$ cat src/rtl/controlador_sequencia_contador.sv
// Run/stop/step controller for the 0,1,2,3,10,13 sequence: rate divider, direction, preset load, lap count, auto-stop.
// Latency: one clock from sampled input to output; no backpressure, every input is sampled on every clock.
module controlador_sequencia_contador #(
   parameter int PERIOD   = 1,
   parameter int MAX_LAPS = 0
) (
   input  logic       clock,
   input  logic       reset,
   input  logic       start,
   input  logic       stop,
   input  logic       step,
   input  logic       dir,
   input  logic       load,
   input  logic [3:0] load_value,
   output logic [3:0] y,
   output logic       running,
   output logic       done,
   output logic       wrap,
   output logic       load_err,
   output logic [7:0] laps
);

   typedef enum logic [1:0] {ST_IDLE, ST_RUN, ST_DONE} state_t;

   localparam logic [7:0] DIV_LAST  = 8'(PERIOD - 1);
   localparam logic [7:0] LAP_LIMIT = 8'(MAX_LAPS);
   localparam bit         AUTO_STOP = (MAX_LAPS != 0);

   state_t     state_q;
   logic [2:0] idx_q;
   logic [7:0] div_q;
   logic [7:0] laps_q;
   logic       wrap_q;
   logic       load_err_q;

   logic       load_ok;
   logic [2:0] load_idx;
   logic [2:0] adv_idx_d;
   logic       adv_lap;
   logic [7:0] laps_inc;
   logic       hit_limit;
   logic       do_adv;

   always_comb begin
      load_ok  = 1'b1;
      load_idx = 3'd0;
      case (load_value)
         4'd0:    load_idx = 3'd0;
         4'd1:    load_idx = 3'd1;
         4'd2:    load_idx = 3'd2;
         4'd3:    load_idx = 3'd3;
         4'd10:   load_idx = 3'd4;
         4'd13:   load_idx = 3'd5;
         default: load_ok  = 1'b0;
      endcase
   end

   // Out-of-range positions recover to 0 without counting as a lap.
   always_comb begin
      adv_idx_d = 3'd0;
      adv_lap   = 1'b0;
      if (idx_q > 3'd5) begin
         adv_idx_d = 3'd0;
      end else if (!dir) begin
         if (idx_q == 3'd5) begin
            adv_idx_d = 3'd0;
            adv_lap   = 1'b1;
         end else begin
            adv_idx_d = idx_q + 3'd1;
         end
      end else begin
         if (idx_q == 3'd0) begin
            adv_idx_d = 3'd5;
            adv_lap   = 1'b1;
         end else begin
            adv_idx_d = idx_q - 3'd1;
         end
      end
      laps_inc  = (laps_q == 8'hFF) ? 8'hFF : laps_q + 8'd1;
      hit_limit = AUTO_STOP && (laps_inc == LAP_LIMIT);
      // stop outranks step even in IDLE, where it otherwise does nothing.
      do_adv    = !load && !stop &&
                  ((state_q == ST_RUN && div_q == DIV_LAST) ||
                   (state_q == ST_IDLE && !start && step));
   end

   always_ff @(posedge clock or negedge reset) begin
      if (!reset) begin
         state_q    <= ST_IDLE;
         idx_q      <= 3'd0;
         div_q      <= 8'd0;
         laps_q     <= 8'd0;
         wrap_q     <= 1'b0;
         load_err_q <= 1'b0;
      end else begin
         wrap_q     <= 1'b0;
         load_err_q <= 1'b0;
         if (load) begin
            if (load_ok) begin
               idx_q   <= load_idx;
               laps_q  <= 8'd0;
               div_q   <= 8'd0;
               state_q <= ST_IDLE;
            end else begin
               load_err_q <= 1'b1;
            end
         end else if (stop) begin
            if (state_q != ST_IDLE) begin
               state_q <= ST_IDLE;
               div_q   <= 8'd0;
            end
         end else if (start && state_q != ST_RUN) begin
            state_q <= ST_RUN;
            div_q   <= 8'd0;
            if (state_q == ST_DONE) begin
               laps_q <= 8'd0;
            end
         end else if (state_q == ST_RUN) begin
            div_q <= (div_q == DIV_LAST) ? 8'd0 : div_q + 8'd1;
         end

         if (do_adv) begin
            idx_q <= adv_idx_d;
            if (adv_lap) begin
               wrap_q <= 1'b1;
               laps_q <= laps_inc;
               if (hit_limit) begin
                  state_q <= ST_DONE;
               end
            end
         end
      end
   end

   always_comb begin
      case (idx_q)
         3'd0:    y = 4'd0;
         3'd1:    y = 4'd1;
         3'd2:    y = 4'd2;
         3'd3:    y = 4'd3;
         3'd4:    y = 4'd10;
         3'd5:    y = 4'd13;
         default: y = 4'd0;
      endcase
   end

   assign running  = (state_q == ST_RUN);
   assign done     = (state_q == ST_DONE);
   assign wrap     = wrap_q;
   assign load_err = load_err_q;
   assign laps     = laps_q;

endmodule

$ cat config.mk
export PLATFORM = sky130hd
export DESIGN_NAME = controlador_sequencia_contador
export DESIGN_NICKNAME = d
export VERILOG_FILES = /design/src/rtl/controlador_sequencia_contador.sv
export SDC_FILE = /design/constraint.sdc
export NUM_CORES = 1
export LEC_CHECK = 0
export CORE_ASPECT_RATIO = 1.25
export CORE_MARGIN = 5
export CORE_UTILIZATION = 55
export CTS_BUF_LIST = sky130_fd_sc_hd__clkbuf_8
export DETAILED_ROUTE_END_ITERATION = 8
export PLACE_DENSITY_LB_ADDON = 0.25
export RECOVER_POWER = 25
export SLEW_MARGIN = 10
export SYNTH_ARGS = -nofsm -noshare
export SYNTH_HDL_FRONTEND = slang
export SYNTH_SLANG_ARGS = --single-unit
$ cat constraint.sdc
create_clock -name clock -period 2.2 [get_ports clock]
set_input_delay 0.33 -clock clock [delete_from_list [all_inputs] [get_ports clock]]
set_output_delay 0.33 -clock clock [all_outputs]
set_load 0.05 [all_outputs]
* Yosys cells after proc, flatten, opt, wreduce, memory -nomap -nowiden
Cells that the tools add are included.
** Operators by class
- $add $sub $neg :: 4
- Magnitude comparators :: 1
- Equality and inequality tests :: 16
- Mux-type cells :: 38
- Reductions and logical operators :: 23
** Operators with widths (number)
- $mux W8 :: 15
- $mux W3 :: 7
- $pmux W4 S5 :: 1
- $add A8 B1 Y8 const B :: 2
- $pmux W3 S5 :: 1
- $mux W2 :: 5
- $mux W1 :: 9
- $eq A4 B2 Y1 const B :: 2
- $eq A4 B4 Y1 const B :: 2
- $eq A8 B8 Y1 const B :: 1
- $logic_not A8 Y1 :: 1
- $eq A3 B2 Y1 const B :: 2
- $eq A3 B3 Y1 const B :: 2
- $logic_and A1 B1 Y1 :: 6
- $reduce_and A3 Y1 :: 2
- $reduce_bool A2 Y1 :: 3
- $reduce_or A6 Y1 :: 1
- $eq A4 B1 Y1 const B :: 1
- $logic_not A4 Y1 :: 1
- $ne A2 B1 Y1 const B :: 2
- $reduce_bool A4 Y1 :: 1
- $add A3 B1 Y3 const B :: 1
- $eq A3 B1 Y1 const B :: 1
- $gt A3 B3 Y1 const B :: 1
- 10 further kinds :: 12
** Word-level totals
- Flip-flop bits (word level) :: 23
- Input bits :: 11
- Output and inout bits :: 16
- Logic and storage cells :: 88

* Depth between registers and ports, before layout
- Word-level depth :: 7
- Gate-level depth with buffers :: 7
- Gate-level depth less buffers :: 6

* Least setup slack after synthesis
OpenSTA, ideal clock, no wires.
- Path type :: register -> register
- Start :: register laps_q[2], in the netlist laps[2]
- End :: register laps_q[2], in the netlist laps[2]
- Setup time :: 0.094 ns
- Arrival :: 1.715 ns
- Required time :: 2.106 ns
- Path slack :: 0.391 ns
- Stages on the path, launching flop included :: 6
- Path buffers :: 1
- Period minus slack after synthesis :: 1.809 ns
- Cell sequence :: dfrtp_1 > and4_1 > clkbuf_1 > nand4_1 > and3_2 > a211oi_1
** Between the ends
- Longest elaborated chain between the ends :: 6
- Elaborated cells between the ends (all ways) :: 10
- Classes of those cells :: add/sub (1); eq/ne (1); mux (8)
** RTL lines
- from (decl) :: line 32 : logic [7:0] laps_q;
- from (signal assigned) :: line 126 : laps_q <= laps_inc;
- branches (longest 5 deep; another with $add A8 B1 Y8)
- $mux W8 * :: line 122 : if (do_adv) begin
Every way passes the cells marked *.
A chain may end at the register's enable or synchronous reset.

* Worst setup path in the final report
- Start :: register div_q[0]
- End :: register div_q[4]
** Between the ends
- Longest elaborated chain between the ends :: 6
- Elaborated cells between the ends (all ways) :: 7
- Classes of those cells :: add/sub (1); mux (5); reduce/logical (1)
** RTL lines
- from (decl) :: line 31 : logic [7:0] div_q;
- from (signal assigned) :: line 119 : div_q <= (div_q == DIV_LAST) ? 8'd0 : div_q + 8'd1;
- $add A8 B1 Y8 / $logic_not A8 Y1 (equally long branches) :: line 119
- $mux W8 * :: line 119
- $mux W8 * :: line 118 : end else if (state_q == ST_RUN) begin
- $mux W8 * :: line 112 : end else if (start && state_q != ST_RUN) begin
- $mux W8 * :: line 107 : end else if (stop) begin
- $mux W8 * :: line 98 : if (load) begin
Every way passes the cells marked *; elsewhere a longest branch is shown, timed or not. The select of a mux whose other input is x is not followed.

==> metrics.md <==
| Metric | Value |
|---|---|
| Die width | `58.1 um` |
| Post-Syn Area | `0.00159 mm2` |
| Final Hold Viols | `0` |
| Max_cap viols | `0` |
| Netlist cell types | `53` |
| Max-slew headroom | `18.1%` |
| Post-synthesis mux area share | `3.93%` |
| Routed wire length | `3720 um` |
| Async SR Flop Fraction | `100%` |
| Share of layout cells above drive strength 1 | `between 15 and 20%` |
| Min-delay worst type | `register to register` |
| Antenna Nets Post-Route | `0` |
| Layout area overhead | `23.1%` |
| EDFF count, synth | `0` |
| Number of max-slew violations in the final report | `0` |
| Syn nets | `191` |
| Seq/Total Area, Yosys | `about 35%` |
| # DRC | `0` |
| Gr ovfl total | `0` |
| Num rows | `21` |
| Crit path buffers/inverters | `2` |
| Vias in the first global route | `1,455` |
| Worst skew pair latency | `0.26 ns` |
| Crit-path cells | `inv_1, ha_1, nor3b_1, a221oi_1, buf_4, a221o_1, a32o_1` |
| Root buffer cell | `clkbuf_8` |
| DR WL/cell | `around 16 um` |
| Final Skew | `0.00313 ns` |
| Worst path slowest cell | `dfrtp_1` |
| ANT cells | `0` |
| Period utilization | `91.1%` |
| Starting DRT DRC Count | `52` |
| Syn Area/Cell | `9.04 um2` |
| Kind of critical path | `register to register` |
| Initial antenna violation count | `0` |
| CP Launch Type | `register` |
| Largest family of logic cells by synthesized area | `compound AO/OA/AOI/OAI gates` |
| Die Ht | `70.1 um` |
| Crit-path max FO | `11` |
| CTS tree | `built` |
| Synth warn | `0` |
| LEAKAGE | `0.000825 uW` |
| Worst path arrival time | `between 2 and 2.5 ns` |
| Die area | `0.00408 mm2` |
| Setup TNS | `0 ns` |
| Clk sink count | `22` |
| Compound-Gate Fraction of Synth Area | `26.1%` |
| Setup crit end kind | `register` |
| Vias | `1,528` |
| Synth Area in XOR/XNOR | `1.10%` |
| First-pass GRT wire length | `6350 um` |
| Fmax | `499 MHz` |
| H-tree lvl count | `1` |
| Flops & latches, synth | `22` |
| Area of the core | `0.00273 mm2` |
| Largest net degree at the start of global routing | `23` |
| Tmin final | `2.00 ns` |
| Io pins | `27` |
| Post-DP HPWL | `between 2000 and 3000 um` |
| Slew @ Worst Pin | `between 1 and 1.5 ns` |
| Final setup viols | `0` |
| Peak VDD IR | `0.782 mV` |
| Reg2reg setup slack | `0.20 ns` |
| Syn Inst Count | `around 180` |
| Largest stage delay, worst path | `0.42 ns` |
| PortBufs | `25` |
| Smallest hold slack | `0.520 ns` |
| Hold Buf Count CTS | `0` |
| GRT Util Overall | `19.2%` |
| Vias per cell | `6.45` |
| Synth Area in Simple Gates | `25.0%` |
| TritonCTS Buffers | `3` |
| Dominant synthesized flop cell | `dfrtp_1` |
| RSZ-0062 raised after global routing | `false` |
| Clk slew on worst S/H paths | `about 0.080 ns` |
| Initial Util | `58.2%` |
| Adder-Cell Fraction of Synth Area | `3.14%` |
| Power Dens Cells | `636 mW/mm2` |
| CP top delay family | `compound AO/OA/AOI/OAI gates` |
| GP Congestion | `0.834` |
| Critical Path RT | `2.36 ns` |
| Status | `completed` |
| First-pass DRT Iterations | `4` |
| Clk buf depth | `2` |
| Nets | `219` |
metal layers:
| metal | vias to the layer above | GRT usage, % | share of wire (%) |
|---|---|---|---|
| met4 | 0 | 6.70 | 1.6 |
| li1 | 720 | - | - |
| met3 | 10 | 2.21 | 4.5 |
| met2 | 62 | 32.9 | 51 |
| met1 | 736 | 24.5 | 43 |
| met5 | - | 0 | 0 |
cell usage in the layout (no fill, tap or decap), types with 3 or more instances in the layout:
| cell | netlist | routed |
|---|---|---|
| clkdlybuf4s50_1 | 0 | 20 |
| dfrtp_1 | 22 | 22 |
| nor2b_1 | 4 | 4 |
| a41oi_1 | 4 | 4 |
| a211oi_1 | 4 | 4 |
| nand2b_1 | 4 | 4 |
| and3_2 | 3 | 3 |
| buf_4 | 2 | 10 |
| ha_1 | 4 | 4 |
| and3_1 | 5 | 5 |
| nor3b_1 | 3 | 3 |
| a221oi_1 | 5 | 5 |
| a21o_1 | 4 | 4 |
| and2_1 | 5 | 5 |
| o21ai_0 | 6 | 6 |
| a21oi_1 | 7 | 7 |
| mux2i_1 | 4 | 4 |
| nand2_1 | 10 | 10 |
| inv_1 | 9 | 9 |
| clkbuf_8 | 0 | 4 |
| a22o_1 | 3 | 3 |
| nand3_1 | 9 | 9 |
| nand4_1 | 3 | 3 |
| nor2_1 | 9 | 9 |
cell usage after synthesis, types with 3 or more instances:
cell type	instances	area [um2]
nand2b_1	4	25.0
and3_2	3	22.5
inv_1	9	33.8
buf_2	3	15.0
nor2b_1	4	25.0
mux2i_1	4	40.0
a22o_1	3	26.3
o21ai_0	6	30.0
nor2_1	9	33.8
nand2_1	10	37.5
a41oi_1	4	35.0
a21oi_1	7	35.0
a211oi_1	4	30.0
and3_1	5	31.3
nor3b_1	3	22.5
dfrtp_1	22	551
and2_1	5	31.3
nand3_1	9	45.0
clkbuf_1	4	15.0
nand4_1	3	18.8
a221oi_1	5	43.8
a21o_1	4	30.0
ha_1	4	50.1
layout make-up:
| type | count | area [um2] |
|---|---|---|
| Sequential cell | 22 | 551 |
| Fill cell | 215 | 773 |
| Clock buffer | 4 | 55.1 |
| Tap cell | 34 | 42.5 |
| Multi-Input combinational cell | 134 | 948 |
| Timing Repair Buffer | 34 | 329 |
| Inverter | 9 | 33.8 |
per-stage QoR:
| step | cells | power [uW] | worst slack, ns | area (um2) | utilization (%) |
|---|---|---|---|---|---|
| 3_3_place_gp | 233 | 946 | 0.115 | 1910 | 69.8 |
| 5_1_grt | 237 | 1310 | 0.0349 | 1960 | 71.7 |
| 2_1_floorplan | 176 | 772 | 0.391 | 1590 | - |
| 3_5_place_dp | 233 | 960 | 0.0733 | 1910 | 69.8 |
| 4_1_cts | 237 | 1250 | 0.143 | 1960 | 71.8 |
| 6_report | 237 | 1250 | 0.197 | 1960 | 71.7 |
power breakdown:
part | total (uW) | switching (uW) | internal [uW]
Combinational | 501 | 286 | 215
Clock | 296 | 136 | 160
Sequential | 450 | 26.1 | 424
cell families after synthesis:
| family | count (synthesis) |
|---|---|
| XOR/XNOR | 2 |
| buffers and inverters | 20 |
| multiplexers | 6 |
| AND/OR/NAND/NOR | 68 |
| AO/OA/AOI/OAI | 53 |
| flip-flops | 22 |
| adder cells (fa/ha/maj) | 4 |
| other | 1 |
registers in the layout, summed over array words and instances, names as in the netlist:
| register | flops |
|---|---|
| div_q | 8 |
| laps | 8 |
| load_err | 1 |
| state_q | 1 |
| wrap | 1 |
| idx_q | 3 |
path summary, 6_finish.rpt:
| kind | startpoint | to | cells past startpoint |
|---|---|---|---|
| hold reg to reg | div_q[6] | div_q[6] | 1 |
| max in group asynchronous | reset | div_q[2] | 2 |
| setup / recovery | div_q[0] | div_q[4] | 7 |
| hold / removal | div_q[6] | div_q[6] | 1 |
| min in group asynchronous | reset | laps[7] | 2 |
| setup reg to reg | div_q[0] | div_q[4] | 7 |
what timing repair did:
| action | 4_1_cts | 5_1_grt |
|---|---|---|
| resized for setup | 0 | 1 |
| buffers inserted | 0 | 0 |
| hold endpoints to repair | 0 | 0 |
| setup endpoints to repair | 0 | 4 |
Note: power is estimated with default switching activity, not from simulation.
